<file path="config.mk">
export PLATFORM = sky130hd
export DESIGN_NAME = round_sequencer
export DESIGN_NICKNAME = d
export VERILOG_FILES = /design/src/rtl/simon_pkg.sv /design/src/rtl/seq_timer.sv /design/src/rtl/round_sequencer.sv
export SDC_FILE = /design/constraint.sdc
export NUM_CORES = 1
export LEC_CHECK = 0
export CAP_MARGIN = 10
export CORE_AREA = 3 3 74 62
export CTS_CLUSTER_SIZE = 25
export DETAILED_ROUTE_END_ITERATION = 8
export DIE_AREA = 0 0 77 65
export GPL_TIMING_DRIVEN = 0
export PLACE_DENSITY = 0.76
export SYNTH_ARGS = -nofsm -noshare
export SYNTH_HDL_FRONTEND = slang
export SYNTH_SLANG_ARGS = --single-unit
</file>
<file path="constraint.sdc">
create_clock -name clk -period 2.3 [get_ports clk]
set_input_delay 0.23 -clock clk [delete_from_list [all_inputs] [get_ports clk]]
set_output_delay 0.23 -clock clk [all_outputs]
set_load 0.005 [all_outputs]
</file>
<file path="src/rtl/simon_pkg.sv">
// Shared types for the Simon Says round logic: FSM state encoding, symbol type
// and a small constant helper used to size the shared phase timer.
package simon_pkg;

  localparam int SYM_W_DEF = 2;

  typedef logic [SYM_W_DEF-1:0] sym_t;

  typedef enum logic [2:0] {
    ST_IDLE   = 3'd0,
    ST_FETCH  = 3'd1,
    ST_SHOW   = 3'd2,
    ST_GAP    = 3'd3,
    ST_ARM    = 3'd4,
    ST_LISTEN = 3'd5,
    ST_DONE   = 3'd6
  } rseq_state_t;

  function automatic int max3(input int a, input int b, input int c);
    int m;
    m = (a > b) ? a : b;
    return (m > c) ? m : c;
  endfunction

endpackage

</file>
<file path="src/rtl/seq_timer.sv">
// Loadable down-counter shared by the SHOW, GAP and LISTEN phases.
// Load wins over enable; the count saturates at zero.
module seq_timer #(
  parameter int MAX_VAL = 20,
  parameter int W       = $clog2(MAX_VAL + 1)
) (
  input  logic         clk,
  input  logic         rst,
  input  logic         load,
  input  logic [W-1:0] load_val,
  input  logic         en,
  output logic         zero
);

  logic [W-1:0] count_q, count_d;

  always_comb begin
    count_d = count_q;
    if (load) begin
      count_d = load_val;
    end else if (en && (count_q != '0)) begin
      count_d = count_q - 1'b1;
    end
  end

  always_ff @(posedge clk) begin
    if (!rst) begin
      count_q <= '0;
    end else begin
      count_q <= count_d;
    end
  end

  assign zero = (count_q == '0);

endmodule

</file>
<file path="src/rtl/round_sequencer.sv">
// Plays the first round_len pattern symbols to the display, then checks keypad
// entries against the same memory entries; reports pass/fail with a done pulse.
module round_sequencer
  import simon_pkg::*;
#(
  parameter int MAX_LEN        = 10,
  parameter int SYM_W          = 2,
  parameter int ADDR_W         = 4,
  parameter int ON_CYCLES      = 3,
  parameter int OFF_CYCLES     = 2,
  parameter int TIMEOUT_CYCLES = 20
) (
  input  logic              clk,
  input  logic              rst,
  input  logic              start,
  input  logic              abort,
  input  logic [ADDR_W-1:0] round_len,
  output logic [ADDR_W-1:0] mem_addr,
  input  logic [SYM_W-1:0]  mem_data,
  output logic [SYM_W-1:0]  disp_sym,
  output logic              disp_valid,
  input  logic              key_strobe,
  input  logic [SYM_W-1:0]  key_sym,
  output logic              busy,
  output logic              done,
  output logic              pass,
  output logic              fail,
  output logic [2:0]        state
);

  localparam int TMAX = max3(ON_CYCLES, OFF_CYCLES, TIMEOUT_CYCLES);
  localparam int TW   = $clog2(TMAX + 1);

  localparam logic [TW-1:0]     ON_LOAD   = TW'(ON_CYCLES - 1);
  localparam logic [TW-1:0]     OFF_LOAD  = TW'(OFF_CYCLES - 1);
  localparam logic [TW-1:0]     TO_LOAD   = TW'(TIMEOUT_CYCLES - 1);
  localparam logic [ADDR_W-1:0] MAX_LEN_A = ADDR_W'(MAX_LEN);

  rseq_state_t       state_q, state_d;
  logic [ADDR_W-1:0] idx_q, idx_d;
  logic [ADDR_W-1:0] len_q, len_d;
  logic [ADDR_W-1:0] mem_addr_q, mem_addr_d;
  logic [SYM_W-1:0]  exp_q, exp_d;
  logic [SYM_W-1:0]  disp_sym_q, disp_sym_d;
  logic              disp_valid_q, disp_valid_d;
  logic              busy_q, busy_d;
  logic              done_q, done_d;
  logic              pass_q, pass_d;
  logic              fail_q, fail_d;

  logic              tmr_load, tmr_en, tmr_zero;
  logic [TW-1:0]     tmr_val;
  logic              last_idx;
  logic [ADDR_W-1:0] idx_inc;

  seq_timer #(
    .MAX_VAL (TMAX),
    .W       (TW)
  ) u_timer (
    .clk      (clk),
    .rst      (rst),
    .load     (tmr_load),
    .load_val (tmr_val),
    .en       (tmr_en),
    .zero     (tmr_zero)
  );

  assign last_idx = (idx_q == (len_q - 1'b1));
  assign idx_inc  = idx_q + 1'b1;

  always_comb begin
    state_d      = state_q;
    idx_d        = idx_q;
    len_d        = len_q;
    mem_addr_d   = mem_addr_q;
    exp_d        = exp_q;
    disp_sym_d   = disp_sym_q;
    disp_valid_d = disp_valid_q;
    busy_d       = busy_q;
    done_d       = 1'b0;
    pass_d       = pass_q;
    fail_d       = fail_q;
    tmr_load     = 1'b0;
    tmr_val      = '0;
    tmr_en       = 1'b0;

    if (abort) begin
      // Abort leaves the previous verdict visible and never pulses done.
      disp_valid_d = 1'b0;
      busy_d       = 1'b0;
      mem_addr_d   = '0;
      state_d      = ST_IDLE;
    end else begin
      case (state_q)
        ST_IDLE: begin
          if (start && (round_len != '0) && (round_len <= MAX_LEN_A)) begin
            len_d      = round_len;
            idx_d      = '0;
            mem_addr_d = '0;
            pass_d     = 1'b0;
            fail_d     = 1'b0;
            busy_d     = 1'b1;
            state_d    = ST_FETCH;
          end
        end
        ST_FETCH: begin
          disp_sym_d   = mem_data;
          disp_valid_d = 1'b1;
          tmr_load     = 1'b1;
          tmr_val      = ON_LOAD;
          state_d      = ST_SHOW;
        end
        ST_SHOW: begin
          if (tmr_zero) begin
            disp_valid_d = 1'b0;
            tmr_load     = 1'b1;
            tmr_val      = OFF_LOAD;
            state_d      = ST_GAP;
          end else begin
            tmr_en = 1'b1;
          end
        end
        ST_GAP: begin
          if (tmr_zero) begin
            if (last_idx) begin
              idx_d      = '0;
              mem_addr_d = '0;
              state_d    = ST_ARM;
            end else begin
              idx_d      = idx_inc;
              mem_addr_d = idx_inc;
              state_d    = ST_FETCH;
            end
          end else begin
            tmr_en = 1'b1;
          end
        end
        ST_ARM: begin
          exp_d    = mem_data;
          tmr_load = 1'b1;
          tmr_val  = TO_LOAD;
          state_d  = ST_LISTEN;
        end
        ST_LISTEN: begin
          // A keypress on the final timer cycle still counts as a keypress.
          if (key_strobe) begin
            if (key_sym == exp_q) begin
              if (last_idx) begin
                pass_d  = 1'b1;
                busy_d  = 1'b0;
                done_d  = 1'b1;
                state_d = ST_DONE;
              end else begin
                idx_d      = idx_inc;
                mem_addr_d = idx_inc;
                state_d    = ST_ARM;
              end
            end else begin
              fail_d  = 1'b1;
              busy_d  = 1'b0;
              done_d  = 1'b1;
              state_d = ST_DONE;
            end
          end else if (tmr_zero) begin
            fail_d  = 1'b1;
            busy_d  = 1'b0;
            done_d  = 1'b1;
            state_d = ST_DONE;
          end else begin
            tmr_en = 1'b1;
          end
        end
        ST_DONE: begin
          state_d = ST_IDLE;
        end
        default: begin
          state_d = ST_IDLE;
        end
      endcase
    end
  end

  always_ff @(posedge clk) begin
    if (!rst) begin
      state_q      <= ST_IDLE;
      idx_q        <= '0;
      len_q        <= '0;
      mem_addr_q   <= '0;
      exp_q        <= '0;
      disp_sym_q   <= '0;
      disp_valid_q <= 1'b0;
      busy_q       <= 1'b0;
      done_q       <= 1'b0;
      pass_q       <= 1'b0;
      fail_q       <= 1'b0;
    end else begin
      state_q      <= state_d;
      idx_q        <= idx_d;
      len_q        <= len_d;
      mem_addr_q   <= mem_addr_d;
      exp_q        <= exp_d;
      disp_sym_q   <= disp_sym_d;
      disp_valid_q <= disp_valid_d;
      busy_q       <= busy_d;
      done_q       <= done_d;
      pass_q       <= pass_d;
      fail_q       <= fail_d;
    end
  end

  assign mem_addr   = mem_addr_q;
  assign disp_sym   = disp_sym_q;
  assign disp_valid = disp_valid_q;
  assign busy       = busy_q;
  assign done       = done_q;
  assign pass       = pass_q;
  assign fail       = fail_q;
  assign state      = state_q;

endmodule

</file>
==> flow_summary_export.csv <==
group,metric,value,unit
finish,fin_cells,287,
floorplanning,core_area,3829,µm²
routing,ant_nets,0,
sta,post-route-period-util,88.61,%
critical_path,critPathRequiredTime,2.45,ns
critical_path,r2r_end,"idx_q[0]",
floorplanning,dieArea,5005,µm²
synthesis,ys_seq_elements,29,
power_and_ir_drop,power,1.091,mW
finish,fillerInstances,374,
routing,drc,0,
critical_path,cp_top_family,"compound AO/OA/AOI/OAI gates",
sta,min_period,2.038,ns
global_route,grt_pass1_wl,6886,µm
power_and_ir_drop,combPwrFrac,14.5,%
clock_network,cts_root_buffer,"clkbuf_8",
sta,rsz0062_at_grt,"no",
power_and_ir_drop,p_switching,0.2683,mW
synthesis,synth_edf_count,0,
critical_path,crit_type,"reg2reg",
synthesis,synth-main-ff-cell,"dfxtp_1",
power_and_ir_drop,power.leakage,0.7186,nW
worst_hold_path,hold_path.class,"reg2reg",
floorplanning,ios,27,
worst_hold_path,worstHoldStart,"mem_addr[1]",
floorplanning,dieWidth,77,µm
sta,tns,0,ns
routing,drt-wirelength-per-cell,13.57,µm
routing,num_vias,1532,
floorplanning,initial_core_util,44.90,%
global_route,grt_usage,17.65,%
synthesis,syn_inst,199,
finish,area_growth,24.02,%
clock_network,cts_resized,0,
sta,setup_viol,0,
clock_network,clock_latency,0.28,ns
critical_path,crit_fanout,6,
place,place_inst,279,
worst_hold_path,hold_depth,2,
finish,final_nets,249,
critical_path,crit_arrival,2.19,ns
critical_path,worstRegToRegCells,7,
run_status,status,"finished clean",
power_and_ir_drop,powerDensity,511.9,nW/µm²
clock_network,htree_levels,2,
critical_path,r2r-start,"u_timer.count_q[0]",
finish,diodes,0,
finish,drive_above_1_share,8.621,%
sta,max_slew_margin,39.09,%
place,dp_hpwl,2988,µm
synthesis,synth_cell_type_count,49,
synthesis,synth_top_area_share,33.77,%
worst_hold_path,holdPathEnd,"mem_addr[1]",
critical_path,start_kind,"flop",
sta,max_freq,490.7,MHz
finish,regArea,580.6,µm²
synthesis,synth_nets,216,
critical_path,endpoint_kind,"flop",
clock_network,clock-sinks,29,
critical_path,cp_slowest_cell,"a311o_1",
critical_path,crit_chain,"inv_1 > ha_1 > nor4b_4 > nand4b_2 > a311o_1 > o21ai_0 > a21oi_1",
global_route,antenna_found_initial,0,
power_and_ir_drop,swShare,24.59,%
synthesis,synth_area_leaders,"dfxtp_1 (34%), a21oi_1 (5.2%), mux2i_1 (4.7%), nand2_1 (3.5%), nor2_1 (3.5%)",
synthesis,yosysTopAreaCell,"dfxtp_1",
global_route,grt_overflow_total,0,
global_route,grt_pass1_vias,1474,
routing,dr.pass1.iters,4,
synthesis,synth.cell_area,1719,µm²
routing,via_per_inst,5.338,
synthesis,synth_area_per_cell,8.639,µm²
finish,multi_input_area,1070,µm²
place,port_buffers,25,
sta,fin_skew,0.004146,ns
power_and_ir_drop,p_int,0.8230,mW
sta,tightest_slew,0.9009,ns
flow_run,cap_violations,0,
global_route,grt_max_degree,11,
sta,hold_violations,0,
critical_path,critical-path-max-stage-delay,0.46,ns
synthesis,ys_seq_area_share,33.77,%
critical_path,path_buf_inv,1,
synthesis,synth-async-reset-ratio,0,%
place,place_congestion,0.9399,
critical_path,r2r_setup_slack,0.26,ns
clock_network,cts_buffers,5,
clock_network,clockBufferDepth,2,
floorplanning,rows,20,
floorplanning,dieHeight,65,µm
sta,report.final.slew_viol_count,0,
clock_network,cts_tree,"done",
synthesis,ys_warn_count,0,
routing,routed_wl,3895,µm
clock_network,clk_pin_slew_worst_paths,0.06,ns
power_and_ir_drop,power.share.clock,37.9,%
power_and_ir_drop,peakVddDrop,304.4,µV
power_and_ir_drop,seqPwrFrac,47.6,%
routing,drt_iter0_drc,120,
power groups by stage:
stage,Sequential (mW),Clock (mW),Combinational [mW]
global route,0.520,0.455,0.176
global placement,0.530,0,0.153
detailed placement,0.530,0,0.154
finish,0.519,0.414,0.158
CTS,0.519,0.425,0.155
floorplan,0.529,0,0.101
cell usage after synthesis (6+ instances only):
cell	n
clkbuf_1	6
o21ai_0	11
nor3_1	7
inv_1	7
nor2_1	16
xnor2_1	6
nand3_1	9
xor2_1	6
dfxtp_1	29
mux2i_1	8
nand2_1	16
a21oi_1	18
layout by cell type, fill, tap and decap left out, types with 2 or more instances in the layout:
cell type	instances
nor3_1	7
xor2_1	6
nand2b_1	3
clkdlybuf4s50_1	25
nor2_1	16
nand3b_1	4
clkbuf_1	7
o22ai_1	3
a211o_1	4
a211oi_2	2
nand2_1	16
inv_1	7
o21a_1	3
clkbuf_8	6
nand4_1	2
o21ai_0	11
a21oi_1	18
or3_1	3
nand3_1	9
a21o_1	3
dfxtp_1	29
ha_1	4
xnor2_1	6
mux2i_1	8
a211oi_1	3
flip-flops by register name (all words and copies together) (netlist names):
name and count:
u_timer.count_q 5, state 3, mem_addr 4, exp_q 2, len_q 4, fail 1
idx_q 4, disp_sym 2, pass 1, busy 1, disp_valid 1, done 1
what timing repair did:
action                                  CTS  global route
hold endpoints to repair                  0             0
setup buffers                             0             1
endpoints found under the setup margin    0             1
hold buffers                              0             0
worst min-delay path, cell delays in order (launching register included):
cell and delay [ns]:
dfxtp_1 0.31, nand2_1 0.05, mux2i_1 0.05
per-stage QoR:
stage	utilization (%)	hold slack [ns]	worst slack [ns]	area (µm²)
floorplan	-	0.3660	0.4416	1719
global placement	53.24	0.4414	0.1837	2038
detailed placement	53.24	0.4484	0.1625	2038
CTS	55.49	0.4620	0.1720	2125
global route	55.69	0.4768	0.09136	2132
finish	55.69	0.4568	0.2619	2132
layout make-up:
type                    instances  area share [%]
plain buffers                   8           1.819
well taps                      55           3.228
flip-flops and latches         29           27.23
multi-input cells             154           50.18
inverters                       8           1.408
repair buffers                 26           12.09
clock buffers                   7           4.049
worst max path at each step:
stage	start	endpoint	slack, ns	depth (start not counted)
floorplan	u_timer.count_q[0]	idx_q[3]	0.44	7
global placement	rst	state[1]	0.18	5
detailed placement	rst	state[1]	0.16	5
CTS	u_timer.count_q[0]	idx_q[0]	0.17	7
global route	u_timer.count_q[0]	idx_q[0]	0.09	7
finish	u_timer.count_q[0]	idx_q[0]	0.26	7
logic make-up after synthesis:
group	count (synthesis)	synth area share (%)
XOR/XNOR	13	7.423
adder cells (fa/ha/maj)	4	2.911
AO/OA/AOI/OAI	57	23.51
multiplexers	9	5.313
AND/OR/NAND/NOR	71	23.07
flip-flops	29	33.77
buffers and inverters	16	4.003
layer usage:
metal	GRT usage [%]	part of all wire, %	vias up
met5	0	0	-
met2	25.43	41	46
li1	-	-	795
met1	24.26	51	685
met4	7.556	1.3	0
met3	5.417	6.6	6
(Power assumes the default switching activity.)
